===== src/rtl/ulpi_pkg.sv =====
// Shared TX CMD encodings and sequencer state type for ULPI register access.
package ulpi_pkg;

  localparam logic [1:0] CMD_REGW = 2'b10;
  localparam logic [1:0] CMD_REGR = 2'b11;
  localparam logic [7:0] CMD_NOOP = 8'h00;

  typedef enum logic [3:0] {
    StIdle,
    StTxCmd,
    StWData,
    StStp,
    StRdTurn1,
    StRdData,
    StRdTurn2,
    StAbort,
    StAbortTurn,
    StFailStp
  } ulpi_state_e;

  function automatic logic [7:0] reg_cmd(input logic rw, input logic [5:0] addr);
    return {(rw ? CMD_REGR : CMD_REGW), addr};
  endfunction

endpackage


===== src/rtl/ulpi_wait_timer.sv =====
// Clearable saturating up-counter; expired_o is high on the Limit-th cycle since the last clear.
module ulpi_wait_timer #(
  parameter int unsigned CntW  = 8,
  parameter int unsigned Limit = 255
) (
  input  logic clk_i,
  input  logic rst_ni,
  input  logic clr_i,
  output logic expired_o
);

  localparam logic [CntW-1:0] Last = CntW'(Limit - 1);

  logic [CntW-1:0] cnt_q, cnt_d;

  always_comb begin
    cnt_d = cnt_q;
    if (clr_i) begin
      cnt_d = '0;
    end else if (cnt_q != Last) begin
      cnt_d = cnt_q + CntW'(1);
    end
  end

  always_ff @(posedge clk_i or negedge rst_ni) begin
    if (!rst_ni) begin
      cnt_q <= '0;
    end else begin
      cnt_q <= cnt_d;
    end
  end

  assign expired_o = (cnt_q == Last);

endmodule


===== src/rtl/ulpi_reg_ctrl.sv =====
// ULPI link-side register read/write sequencer: TX CMD, NXT throttle, STP, read turnaround,
// DIR-abort retry and per-wait-state timeout.
module ulpi_reg_ctrl
  import ulpi_pkg::*;
#(
  parameter int unsigned TIMEOUT_CYC = 255,
  parameter int unsigned MAX_RETRY   = 3,
  parameter int unsigned CNT_W       = 8
) (
  input  logic       ULPI_CLK,
  input  logic       ULPI_RST_N,
  input  logic       ULPI_DIR,
  input  logic       ULPI_NXT,
  input  logic [7:0] ULPI_DATA_I,
  output logic [7:0] ULPI_DATA_O,
  output logic       ULPI_DATA_OE,
  output logic       ULPI_STP,
  input  logic       REQ_VALID,
  output logic       REQ_READY,
  input  logic       REQ_RW,
  input  logic [5:0] REQ_ADDR,
  input  logic [7:0] REQ_WDATA,
  output logic [7:0] RD_DATA,
  output logic       DONE,
  output logic       ERR
);

  localparam int unsigned RetryW = (MAX_RETRY > 0) ? $clog2(MAX_RETRY + 1) : 1;

  ulpi_state_e       state_q, state_d;
  logic              rw_q, rw_d;
  logic [5:0]        addr_q, addr_d;
  logic [7:0]        wdata_q, wdata_d;
  logic [RetryW-1:0] retry_q, retry_d;
  logic [7:0]        rd_data_q, rd_data_d;
  logic              done_q, done_d;
  logic              err_q, err_d;
  logic              ready_q, ready_d;
  logic [7:0]        data_o;
  logic              oe_raw;
  logic              stp;
  logic              tmo;

  ulpi_wait_timer #(
    .CntW  (CNT_W),
    .Limit (TIMEOUT_CYC)
  ) u_wait_timer (
    .clk_i     (ULPI_CLK),
    .rst_ni    (ULPI_RST_N),
    .clr_i     (state_d != state_q),
    .expired_o (tmo)
  );

  always_comb begin
    state_d   = state_q;
    rw_d      = rw_q;
    addr_d    = addr_q;
    wdata_d   = wdata_q;
    retry_d   = retry_q;
    rd_data_d = rd_data_q;
    done_d    = 1'b0;
    err_d     = 1'b0;
    data_o    = CMD_NOOP;
    oe_raw    = 1'b0;
    stp       = 1'b0;

    unique case (state_q)
      StIdle: begin
        if (ready_q && REQ_VALID) begin
          state_d = StTxCmd;
          rw_d    = REQ_RW;
          addr_d  = REQ_ADDR;
          wdata_d = REQ_WDATA;
          retry_d = '0;
        end
      end
      StTxCmd: begin
        data_o = reg_cmd(rw_q, addr_q);
        oe_raw = 1'b1;
        // DIR wins over a simultaneous NXT
        if (ULPI_DIR) begin
          state_d = StAbort;
        end else if (ULPI_NXT) begin
          state_d = rw_q ? StRdTurn1 : StWData;
        end else if (tmo) begin
          state_d = StFailStp;
        end
      end
      StWData: begin
        data_o = wdata_q;
        oe_raw = 1'b1;
        if (ULPI_DIR) begin
          state_d = StAbort;
        end else if (ULPI_NXT) begin
          state_d = StStp;
        end else if (tmo) begin
          state_d = StFailStp;
        end
      end
      StStp, StFailStp: begin
        stp     = 1'b1;
        oe_raw  = 1'b1;
        state_d = StIdle;
        done_d  = 1'b1;
        err_d   = (state_q == StFailStp);
      end
      StRdTurn1: begin
        if (ULPI_DIR) begin
          state_d = StRdData;
        end else if (tmo) begin
          state_d = StIdle;
          done_d  = 1'b1;
          err_d   = 1'b1;
        end
      end
      StRdData: begin
        if (ULPI_DIR) begin
          rd_data_d = ULPI_DATA_I;
          done_d    = 1'b1;
          state_d   = StRdTurn2;
        end else begin
          state_d = StAbort;
        end
      end
      StRdTurn2: begin
        if (!ULPI_DIR) begin
          state_d = StIdle;
        end else if (tmo) begin
          state_d = StIdle;
          done_d  = 1'b1;
          err_d   = 1'b1;
        end
      end
      StAbort: begin
        if (!ULPI_DIR) begin
          state_d = StAbortTurn;
        end else if (tmo) begin
          state_d = StIdle;
          done_d  = 1'b1;
          err_d   = 1'b1;
        end
      end
      StAbortTurn: begin
        if (retry_q < RetryW'(MAX_RETRY)) begin
          retry_d = retry_q + RetryW'(1);
          state_d = StTxCmd;
        end else begin
          state_d = StIdle;
          done_d  = 1'b1;
          err_d   = 1'b1;
        end
      end
      default: state_d = StIdle;
    endcase

    ready_d = (state_d == StIdle) && !ULPI_DIR;
  end

  always_ff @(posedge ULPI_CLK or negedge ULPI_RST_N) begin
    if (!ULPI_RST_N) begin
      state_q   <= StIdle;
      rw_q      <= 1'b0;
      addr_q    <= '0;
      wdata_q   <= '0;
      retry_q   <= '0;
      rd_data_q <= '0;
      done_q    <= 1'b0;
      err_q     <= 1'b0;
      ready_q   <= 1'b0;
    end else begin
      state_q   <= state_d;
      rw_q      <= rw_d;
      addr_q    <= addr_d;
      wdata_q   <= wdata_d;
      retry_q   <= retry_d;
      rd_data_q <= rd_data_d;
      done_q    <= done_d;
      err_q     <= err_d;
      ready_q   <= ready_d;
    end
  end

  // Bus outputs decode from state so they follow reset asynchronously; DIR gates OE at once.
  assign ULPI_DATA_O  = data_o;
  assign ULPI_DATA_OE = oe_raw & ~ULPI_DIR;
  assign ULPI_STP     = stp;
  assign REQ_READY    = ready_q;
  assign RD_DATA      = rd_data_q;
  assign DONE         = done_q;
  assign ERR          = err_q;

endmodule


===== config.mk =====
export PLATFORM = sky130hd
export DESIGN_NAME = ulpi_reg_ctrl
export DESIGN_NICKNAME = d
export VERILOG_FILES = /design/src/rtl/ulpi_pkg.sv /design/src/rtl/ulpi_wait_timer.sv /design/src/rtl/ulpi_reg_ctrl.sv
export SDC_FILE = /design/constraint.sdc
export NUM_CORES = 1
export LEC_CHECK = 0
export ABC_AREA = 0
export BUFFER_PORTS_ARGS = -buffer_cell sky130_fd_sc_hd__buf_2
export CORE_MARGIN = 5
export CORE_UTILIZATION = 50
export DETAILED_ROUTE_END_ITERATION = 8
export PLACE_DENSITY = 0.75
export SYNTH_ARGS = -nofsm -noshare
export SYNTH_HDL_FRONTEND = slang
export SYNTH_SLANG_ARGS = --single-unit

===== constraint.sdc =====
create_clock -name ULPI_CLK -period 3.55 [get_ports ULPI_CLK]
set_input_delay 0.1775 -clock ULPI_CLK [delete_from_list [all_inputs] [get_ports ULPI_CLK]]
set_output_delay 0.1775 -clock ULPI_CLK [all_outputs]
set_load 0.03 [all_outputs]

Yosys cells after proc, flatten, opt, wreduce, memory -nomap -nowiden
Index checks and enable logic that the tools add are counted.
Word-level totals
  bits in registers: 40
  bits of input ports: 28
Operators by class
  add/subtract/negate cells: 2
  bitwise logic cells: 2
  muxes and demuxes: 30
  reduce and logical (&&, ||, !) cells: 13
  order comparisons: 1
  eq/ne operators: 14
Operators with widths (count)
  4-bit 2-to-1 mux: 10
  4-bit case mux with 8 select lines: 1
  4-bit by 3-bit equality test with 1-bit output (second input constant): 4
  8-bit 2-to-1 mux: 2
  8-bit case mux with 2 select lines: 1
  1-bit 2-to-1 mux: 10
  8-bit by 1-bit adder with 8-bit output (second input constant): 1
  4-bit by 2-bit equality test with 1-bit output (second input constant): 2
  4-bit equality test (second input constant): 2
  8-bit equality test (second input constant): 1
  4-bit logical NOT: 2
  8-bit inequality test (second input constant): 1
  1-bit case mux with 5 select lines: 1
  4-bit by 1-bit equality test with 1-bit output (second input constant): 1
  2-bit 2-to-1 mux: 2
  2-bit inequality test (second input constant): 2
  4-bit inequality test: 1
  1-bit case mux with 4 select lines: 1
  2-bit case mux with 2 select lines: 1
  2-bit AND reduction: 2
  2-bit nonzero test: 2
  2-bit OR reduction: 2
  4-bit OR reduction: 1
  3-bit 2-to-1 mux: 1
  other kinds (7): 8

Longest topological paths before layout
Gate-level depths: netlist (run 1).
  depth in word-level cells: 7
  depth in mapped cells: 8

Cells and area by module
Synthesis (run 1) repeated with hierarchy kept, for this count alone.
Unflattened totals
  cell total of the unflattened synthesis: 229
  area total of the unflattened synthesis: 2210.9 um2
Modules (own cells, without submodules)
  ulpi_reg_ctrl: area each 1751.7 um2, cells each 183, times used 1, seq. area each 800.8 um2
  ulpi_wait_timer: area each 459.2 um2, cells each 46, times used 1, seq. area each 200.2 um2

Least setup slack after synthesis (run 1)
Ideal clock, no wire load.
  path type: register to register
  from: register u_wait_timer.cnt_q[0]
  to: register u_wait_timer.cnt_q[0]
  arrival: 1920 ps
  path buffers: 0
  path slack: 1489 ps
  cell stages (with the launch flop): 9
  path through: dfrtp_1 > inv_1 > ha_1 > and3_1 > a2111oi_0 > a21oi_2 > nand3_2 > mux2i_2 > nor4_1
Between the ends
  longest elaborated chain between the ends: 7
  elaborated cells on any way between the ends: 17
  those cells by class: add/sub: 1; eq/ne: 3; mux: 12; reduce/logical: 1
RTL lines
  start, declared: RTL line ulpi_wait_timer.sv:14  | logic [CntW-1:0] cnt_q, cnt_d;
  start signal, assigned: RTL line ulpi_wait_timer.sv:29  | cnt_q <= cnt_d;
  8-bit equality test (*): RTL line ulpi_wait_timer.sv:33  | assign expired_o = (cnt_q == Last);
  4-bit 2-to-1 mux: RTL line ulpi_reg_ctrl.sv:85, ulpi_reg_ctrl.sv:96
  4-bit 2-to-1 mux, on equally long branches: RTL line ulpi_reg_ctrl.sv:94, ulpi_reg_ctrl.sv:83
  4-bit 2-to-1 mux, on equally long branches: RTL line ulpi_reg_ctrl.sv:92, ulpi_reg_ctrl.sv:81
  4-bit case mux with 8 select lines (*): RTL line ulpi_reg_ctrl.sv:67  | unique case (state_q)
  via state_d[0]: RTL line ulpi_reg_ctrl.sv:30  | ulpi_state_e state_q, state_d;
  4-bit inequality test (*): RTL line ulpi_reg_ctrl.sv:50  | .clr_i (state_d != state_q),
  8-bit 2-to-1 mux or 2-bit nonzero test (tied branches)
The timed path passes the listed nets; every way through them passes the cells marked *. The select of a mux whose other input is x is not followed.
A chain may end at the register's enable or synchronous reset.

Final worst setup path (run 1)
  from: register state_q[1]
  to: register u_wait_timer.cnt_q[3]
Between the ends
  elaborated cells on any way between the ends: 22
  those cells by class: eq/ne: 8; mux: 12; reduce/logical: 2
RTL lines
  start, declared: RTL line ulpi_reg_ctrl.sv:30
  start signal, assigned: RTL line ulpi_reg_ctrl.sv:161  | state_q <= StIdle;
  start signal, assigned: RTL line ulpi_reg_ctrl.sv:171  | state_q <= state_d;
  4-bit equality test, or another cell as far along: RTL line ulpi_reg_ctrl.sv:67
  4-bit case mux with 8 select lines (*): RTL line ulpi_reg_ctrl.sv:67
  via state_d[0]: RTL line ulpi_reg_ctrl.sv:30
  4-bit inequality test (*): RTL line ulpi_reg_ctrl.sv:50
  8-bit 2-to-1 mux or 2-bit nonzero test (tied branches)
The timed path passes the listed nets; every way through them passes the cells marked *.

==> metrics.txt, run 1 <==
status=finished with violations; failing checks=hold timing; syn nets=226; Final Cycle Share=0.701; Post-synth EDFFs=0; post-DP HPWL=3280 um; cells after synthesis=195; part of the Yosys area used for sequential elements=0.469; Largest delay share family, worst path=flip-flops; WL/cell=15.3 um; Critical Path Max Stage Delay=0.75 ns; Max Slew Vio Count=0; PortBufs=48; final instance count without filler cells=294; worst r2r src=state_q[1]; crit-path cells=nand2_1, a2111oi_0, a21oi_2, nand3_2, mux2i_2, nor4_1; Max Clk Rate=402 MHz; WP buf/inv=0; number of max-cap violations=0; placed cells=287; clock root cell=clkbuf_8; total negative setup slack=0 ns; Worst Setup End Kind=flip-flop; CTS Hold Bufs=0; Core ar.=0.00406 mm^2; post-synth top area share=0.469; Clock Skew=0.00840 ns; initial antenna violation count=0; # rows=23; met1 usage=0.237; Finished Cell Area=0.00253 mm^2; global route total overflow=0; Worst Path Max Fanout=19; setup slack after layout=1.06 ns; Via density=5.91; gr busiest metal=met2; Synth Area in Simple Gates=0.185; initial DRC count=96; Synth Area in Compound Gates=0.134; Yosys reg bits=40; drc violations=0; Worst VDD drop=0.403 mV; top post-synthesis cells by area=dfrtp_1, mux2_2, a22o_1; largest net degree at the start of global routing=41; Ys Warns=0; CP max stage cell=dfrtp_1; Final Hold Viols=7; dpl ws=1.13 ns; Hold/Removal Path Class=primary input to asynchronous set/reset pin; Adder-Cell Fraction of Synth Area=0.0176; largest family of logic cells by synthesized area=simple AND/OR/NAND/NOR gates; multiplexer area fraction after synthesis=0.138; Post-synth top flop=dfrtp_1; layout cells sized above 1=0.365; slew margin rel.=0.428; area of the die=0.00568 mm^2; vias in the first global route=1668; top cells by count, synth=dfrtp_1, mux2_2, nor2_1; CTS tree=done; GR Layer Usage met3=0.0409; most frequent cell after synthesis=dfrtp_1; CTS H-tree depth=2; clock tree sinks=40; GR met2 Demand/Resource=0.272; FILL cells=335; post-CTS setup buffer count=0; DIE WIDTH=75.3 um; reg2reg setup slack=1.06 ns; # IOs=49; DRT Pass-1 Iters=4; Routed WL=4500 um; Critical Path AT=2.63 ns; Synth cell types=51; pwr dens=895 mW/mm^2; Leakage=1.20 nW; cell taking the most area after synthesis=dfrtp_1; via count=1739; WHS=-0.00514 ns; antenna-violating nets left=0; Tightest Pin Transition=0.857 ns; Max Buffers Root-to-Sink=2; ys async rst share=1.00; Layout area overhead=18.3%; clk slew on worst S/H paths=0.08 ns; xor/xnor share of the synthesized area=0.0246; CTS buffer count=5; R2R depth=6; Post-CTS Resized=0; Final min period=2.49 ns; Startpoint Class=flip-flop; Die H=75.3 um; Setup CP Type=flip-flop to flip-flop; first-pass GRT wire length=7620 um; # diodes=0; WP data required=3.69 ns; cell area after synthesis=0.00213 mm^2; area post-placement=0.00240 mm^2; Initial Util=0.526; gr usage total=0.176; Avg Cell Area, Syn=10.9 um^2; # nets final=275; RePlAce Congestion=0.966; setup violators final=0; RSZ-0062 raised after global routing=false; clk_lat worst skew=0.29 ns; worst r2r dst=u_wait_timer.cnt_q[3]
## worst max path at each step
| stage | depth (start not counted) | endpoint | start | slack (ns) |
|---|---|---|---|---|
| after detailed placement | 6 | u_wait_timer.cnt_q[3] | state_q[1] | 1.13 |
| after global placement | 6 | u_wait_timer.cnt_q[4] | state_q[1] | 1.12 |
| after floorplan | 8 | u_wait_timer.cnt_q[0] | u_wait_timer.cnt_q[0] | 1.49 |
| final | 6 | u_wait_timer.cnt_q[3] | state_q[1] | 1.06 |
| after global routing | 6 | u_wait_timer.cnt_q[3] | state_q[1] | 0.84 |
| after CTS | 6 | u_wait_timer.cnt_q[6] | state_q[1] | 1.10 |
## routing by layer
| metal | up-vias | share of wire | wire, um |
|---|---|---|---|
| li1 | 823 | - | - |
| met5 | - | 0 | 0 |
| met2 | 79 | 0.47 | 2110 |
| met3 | 13 | 0.085 | 383 |
| met1 | 824 | 0.42 | 1900 |
| met4 | 0 | 0.024 | 106 |
## power by group
group	internal [mW]	leakage [nW]	switching [mW]	total [mW]
logic	0.420	0.624	0.629	1.05
registers	0.624	0.515	0.159	0.782
clock network	0.277	0.0642	0.152	0.429
total	1.32	1.20	0.940	2.26
## per-stage QoR
| step | utilization | total power [mW] |
|---|---|---|
| after detailed placement | 0.591 | 1.84 |
| after global placement | 0.591 | 1.83 |
| final | 0.623 | 2.26 |
| after floorplan | - | 1.60 |
| after CTS | 0.623 | 2.28 |
| after global routing | 0.623 | 2.42 |
## cells by family after synthesis
logic type,after synthesis
fa+ha+maj,3
simple gates,68
flops,40
mux,26
xor+xnor,6
buf+inv,13
compound gates,39
## state kept, by name, summed over array words and instances, names as in the netlist
name and flops:
DONE 1, ERR 1, RD_DATA 8, REQ_READY 1, addr_q 6, retry_q 2, rw_q 1, state_q 4
u_wait_timer.cnt_q 8, wdata_q 8
## worst register-to-register path: cells and delay by family, from the launching register on
kind | cells | cell delay, ns
DFF | 1 | 0.75
AOI/OAI and AO/OA | 2 | 0.64
muxes | 1 | 0.47
and+or+nand+nor | 3 | 0.47
## cell usage in the layout, fill, tap and decap left out, types with 2 or more instances in the layout
| master | count |
|---|---|
| nor3_1 | 4 |
| dfrtp_1 | 40 |
| a21o_1 | 3 |
| o22ai_1 | 2 |
| and3_1 | 2 |
| nor2_1 | 15 |
| clkbuf_8 | 5 |
| buf_2 | 48 |
| o21ai_0 | 9 |
| inv_1 | 6 |
| ha_1 | 3 |
| nand4_1 | 2 |
| a31oi_1 | 2 |
| xnor2_1 | 3 |
| bufinv_16 | 2 |
| or4_1 | 2 |
| nand3_1 | 10 |
| a22o_1 | 7 |
| nand2_1 | 9 |
| a21oi_1 | 3 |
| mux2_2 | 24 |
| a2bb2oi_1 | 2 |
| nor4_1 | 8 |
| xor2_1 | 3 |
| nand2b_1 | 4 |
## layout make-up
class	instances	area, um^2	area share
Inverter	6	22.5	0.00892
Tap cell	50	62.6	0.0248
Sequential cell	40	1000	0.396
Multi-Input combinational cell	142	1060	0.421
Clock inverter	2	60.1	0.0238
Clock buffer	5	68.8	0.0272
Timing Repair Buffer	49	248	0.0981
No activity file was read; power rests on OpenSTA's default activity.
==> inputs of run 2 (changes only) <==
--- a/config.mk
+++ b/config.mk
@@ -5,7 +5,7 @@
 export SDC_FILE = /design/constraint.sdc
 export NUM_CORES = 1
 export LEC_CHECK = 0
-export ABC_AREA = 0
+export ABC_AREA = 1
 export BUFFER_PORTS_ARGS = -buffer_cell sky130_fd_sc_hd__buf_2
 export CORE_MARGIN = 5
 export CORE_UTILIZATION = 50
==> constraint.sdc (replaced) <==
create_clock -name ULPI_CLK -period 2.3 [get_ports ULPI_CLK]
set_input_delay 0.115 -clock ULPI_CLK [delete_from_list [all_inputs] [get_ports ULPI_CLK]]
set_output_delay 0.115 -clock ULPI_CLK [all_outputs]
set_load 0.03 [all_outputs]
==> run 2 against run 1 <==
Net effect: power rose by 37%; highest routed layer unchanged; the run now ends clean; critical endpoint is now u_wait_timer.cnt_q[5]; clock-buffer cell count up 3; synthesized cell count grew 24%; hold slack gained 0.038 ns; routed wire length down 5.7%; critical path type unchanged; area after synthesis shrank 3.6%; largest power group unchanged; sequential share of layout area up 1.7 points; first-iteration DRC count up 28%.
==> metrics.txt, run 2 <==
status=complete, no violations; clk slew on worst S/H paths=0.07 ns; Leakage=1.31 nW; setup slack after layout=0.305 ns; syn nets=273; antenna-violating nets left=0; CTS Hold Bufs=1; most frequent cell after synthesis=nand2_1; Critical Path AT=2.21 ns; Final min period=2.00 ns; RSZ-0062 raised after global routing=false; PortBufs=48; Synth cell types=27; cell taking the most area after synthesis=dfrtp_1; Ys Warns=0; Max Clk Rate=501 MHz; Core ar.=0.00400 mm^2; Clock Skew=0.00300 ns; Startpoint Class=flip-flop; RePlAce Congestion=0.943; Multi-input gate area=873 um^2; Post-CTS Resized=0; largest net degree at the start of global routing=41; cells after synthesis=242; most common cell after layout, fill and taps aside=nand2_1; gr usage total=0.169; setup violators final=0; most frequent cells in the layout=nand2_1, buf_2, dfrtp_1, inv_1, o21ai_0; WP data required=2.52 ns; slew margin rel.=0.428; total negative setup slack=0 ns; final instance count without filler cells=343; Max Slew Vio Count=0; Worst Setup End Kind=flip-flop; Max Buffers Root-to-Sink=2; part of the Yosys area used for sequential elements=0.486; top cells by count, synth=nand2_1, dfrtp_1, inv_1; Routed WL=4240 um; Finished Core Util=0.605; cell area after synthesis=0.00206 mm^2; DIE WIDTH=74.2 um; Hold/Removal Path Class=primary input to flip-flop; Final Cycle Share=0.868; initial DRC count=123; CTS buffer count=5; post-DP HPWL=3140 um; area post-placement=0.00232 mm^2; clock tree sinks=40; number of max-cap violations=0; placed cells=334; FILL cells=354; post-synth top area share=0.486; drc violations=0; # IOs=49; area of the die=0.00550 mm^2; CTS H-tree depth=2; ys async rst share=1.00; first-pass GRT wire length=7110 um; Finished Cell Area=0.00242 mm^2; Setup CP Type=flip-flop to flip-flop; clock root cell=clkbuf_8; post-CTS setup buffer count=0; pwr dens=1280 mW/mm^2; global route total overflow=0; WHS=0.0329 ns; top post-synthesis cells by area=dfrtp_1, nand2_1, inv_1; WL/cell=12.4 um; hold_sp=REQ_ADDR[1]; Register Area=0.00100 mm^2; Pwr Total=3.09 mW; via count=1739; Avg Cell Area, Syn=8.51 um^2; CTS tree=done; Worst VDD drop=0.681 mV; initial antenna violation count=0; vias in the first global route=1724; dpl ws=0.313 ns; Post-synth EDFFs=0; DRT Pass-1 Iters=4; # nets final=323; Final Hold Viols=0; # rows=23; Worst Path Max Fanout=16; clk_lat worst skew=0.28 ns; worst r2r src=u_wait_timer.cnt_q[0]; Post-synth top flop=dfrtp_1; Yosys reg bits=40; Die H=74.2 um; Initial Util=0.515; layout cells sized above 1=0.270; Layout area overhead=17.6%; Tightest Pin Transition=0.858 ns; CP startpoint=u_wait_timer.cnt_q[0]; Via density=5.07; # diodes=0
==> run 2: logic make-up (layout without fill, tap and decap cells) <==
kind of cell / count (synthesis) / count (layout) / synth area share
simple gates: 111 / 111 / 0.250
buf+inv: 42 / 93 / 0.0894
flops: 40 / 40 / 0.486
compound gates: 32 / 32 / 0.0869
mux: 8 / 8 / 0.0438
xor+xnor: 6 / 6 / 0.0255
fa+ha+maj: 3 / 3 / 0.0182
==> run 2: worst max-delay path: stages (launching register included) <==
cell and delay (ns):
dfrtp_1 0.40, inv_1 0.10, ha_1 0.15, inv_1 0.04, nor2_1 0.11, nand2_2 0.20
nand2_1 0.12, nand2_1 0.05, nand2_1 0.16, nand2_1 0.12, nand2_1 0.07, nand3_1 0.08
nor2_2 0.10, nand2_2 0.11, nor2_1 0.11
==> run 2: worst paths after layout <==
kind | to | slack [ns] | depth (start not counted)
min in group asynchronous | retry_q[1] | 0.48 | 2
setup / recovery | u_wait_timer.cnt_q[5] | 0.30 | 14
hold reg to reg | RD_DATA[5] | 0.51 | 1
setup reg to reg | u_wait_timer.cnt_q[5] | 0.30 | 14
hold / removal | addr_q[1] | 0.03 | 3
max in group asynchronous | wdata_q[0] | 1.29 | 2
==> run 2: layout make-up <==
| type | instances | area share |
|---|---|---|
| Multi-Input combinational cell | 160 | 0.361 |
| Clock buffer | 8 | 0.0372 |
| Sequential cell | 40 | 0.414 |
| Tap cell | 50 | 0.0259 |
| Inverter | 34 | 0.0527 |
| Timing Repair Buffer | 51 | 0.110 |
==> run 2: report_power, final <==
part / switching [mW] / total, mW / leakage (nW) / internal (mW)
clock network: 0.217 / 0.461 / 0.0455 / 0.244
logic: 1.04 / 1.53 / 0.762 / 0.488
registers: 0.144 / 1.10 / 0.498 / 0.955
total: 1.40 / 3.09 / 1.31 / 1.69
==> run 2: layer usage <==
layer | GRT usage | routed length [um]
met5 | 0 | 0
met4 | 0.0785 | 81
met3 | 0.0514 | 261
met2 | 0.273 | 2010
met1 | 0.207 | 1890
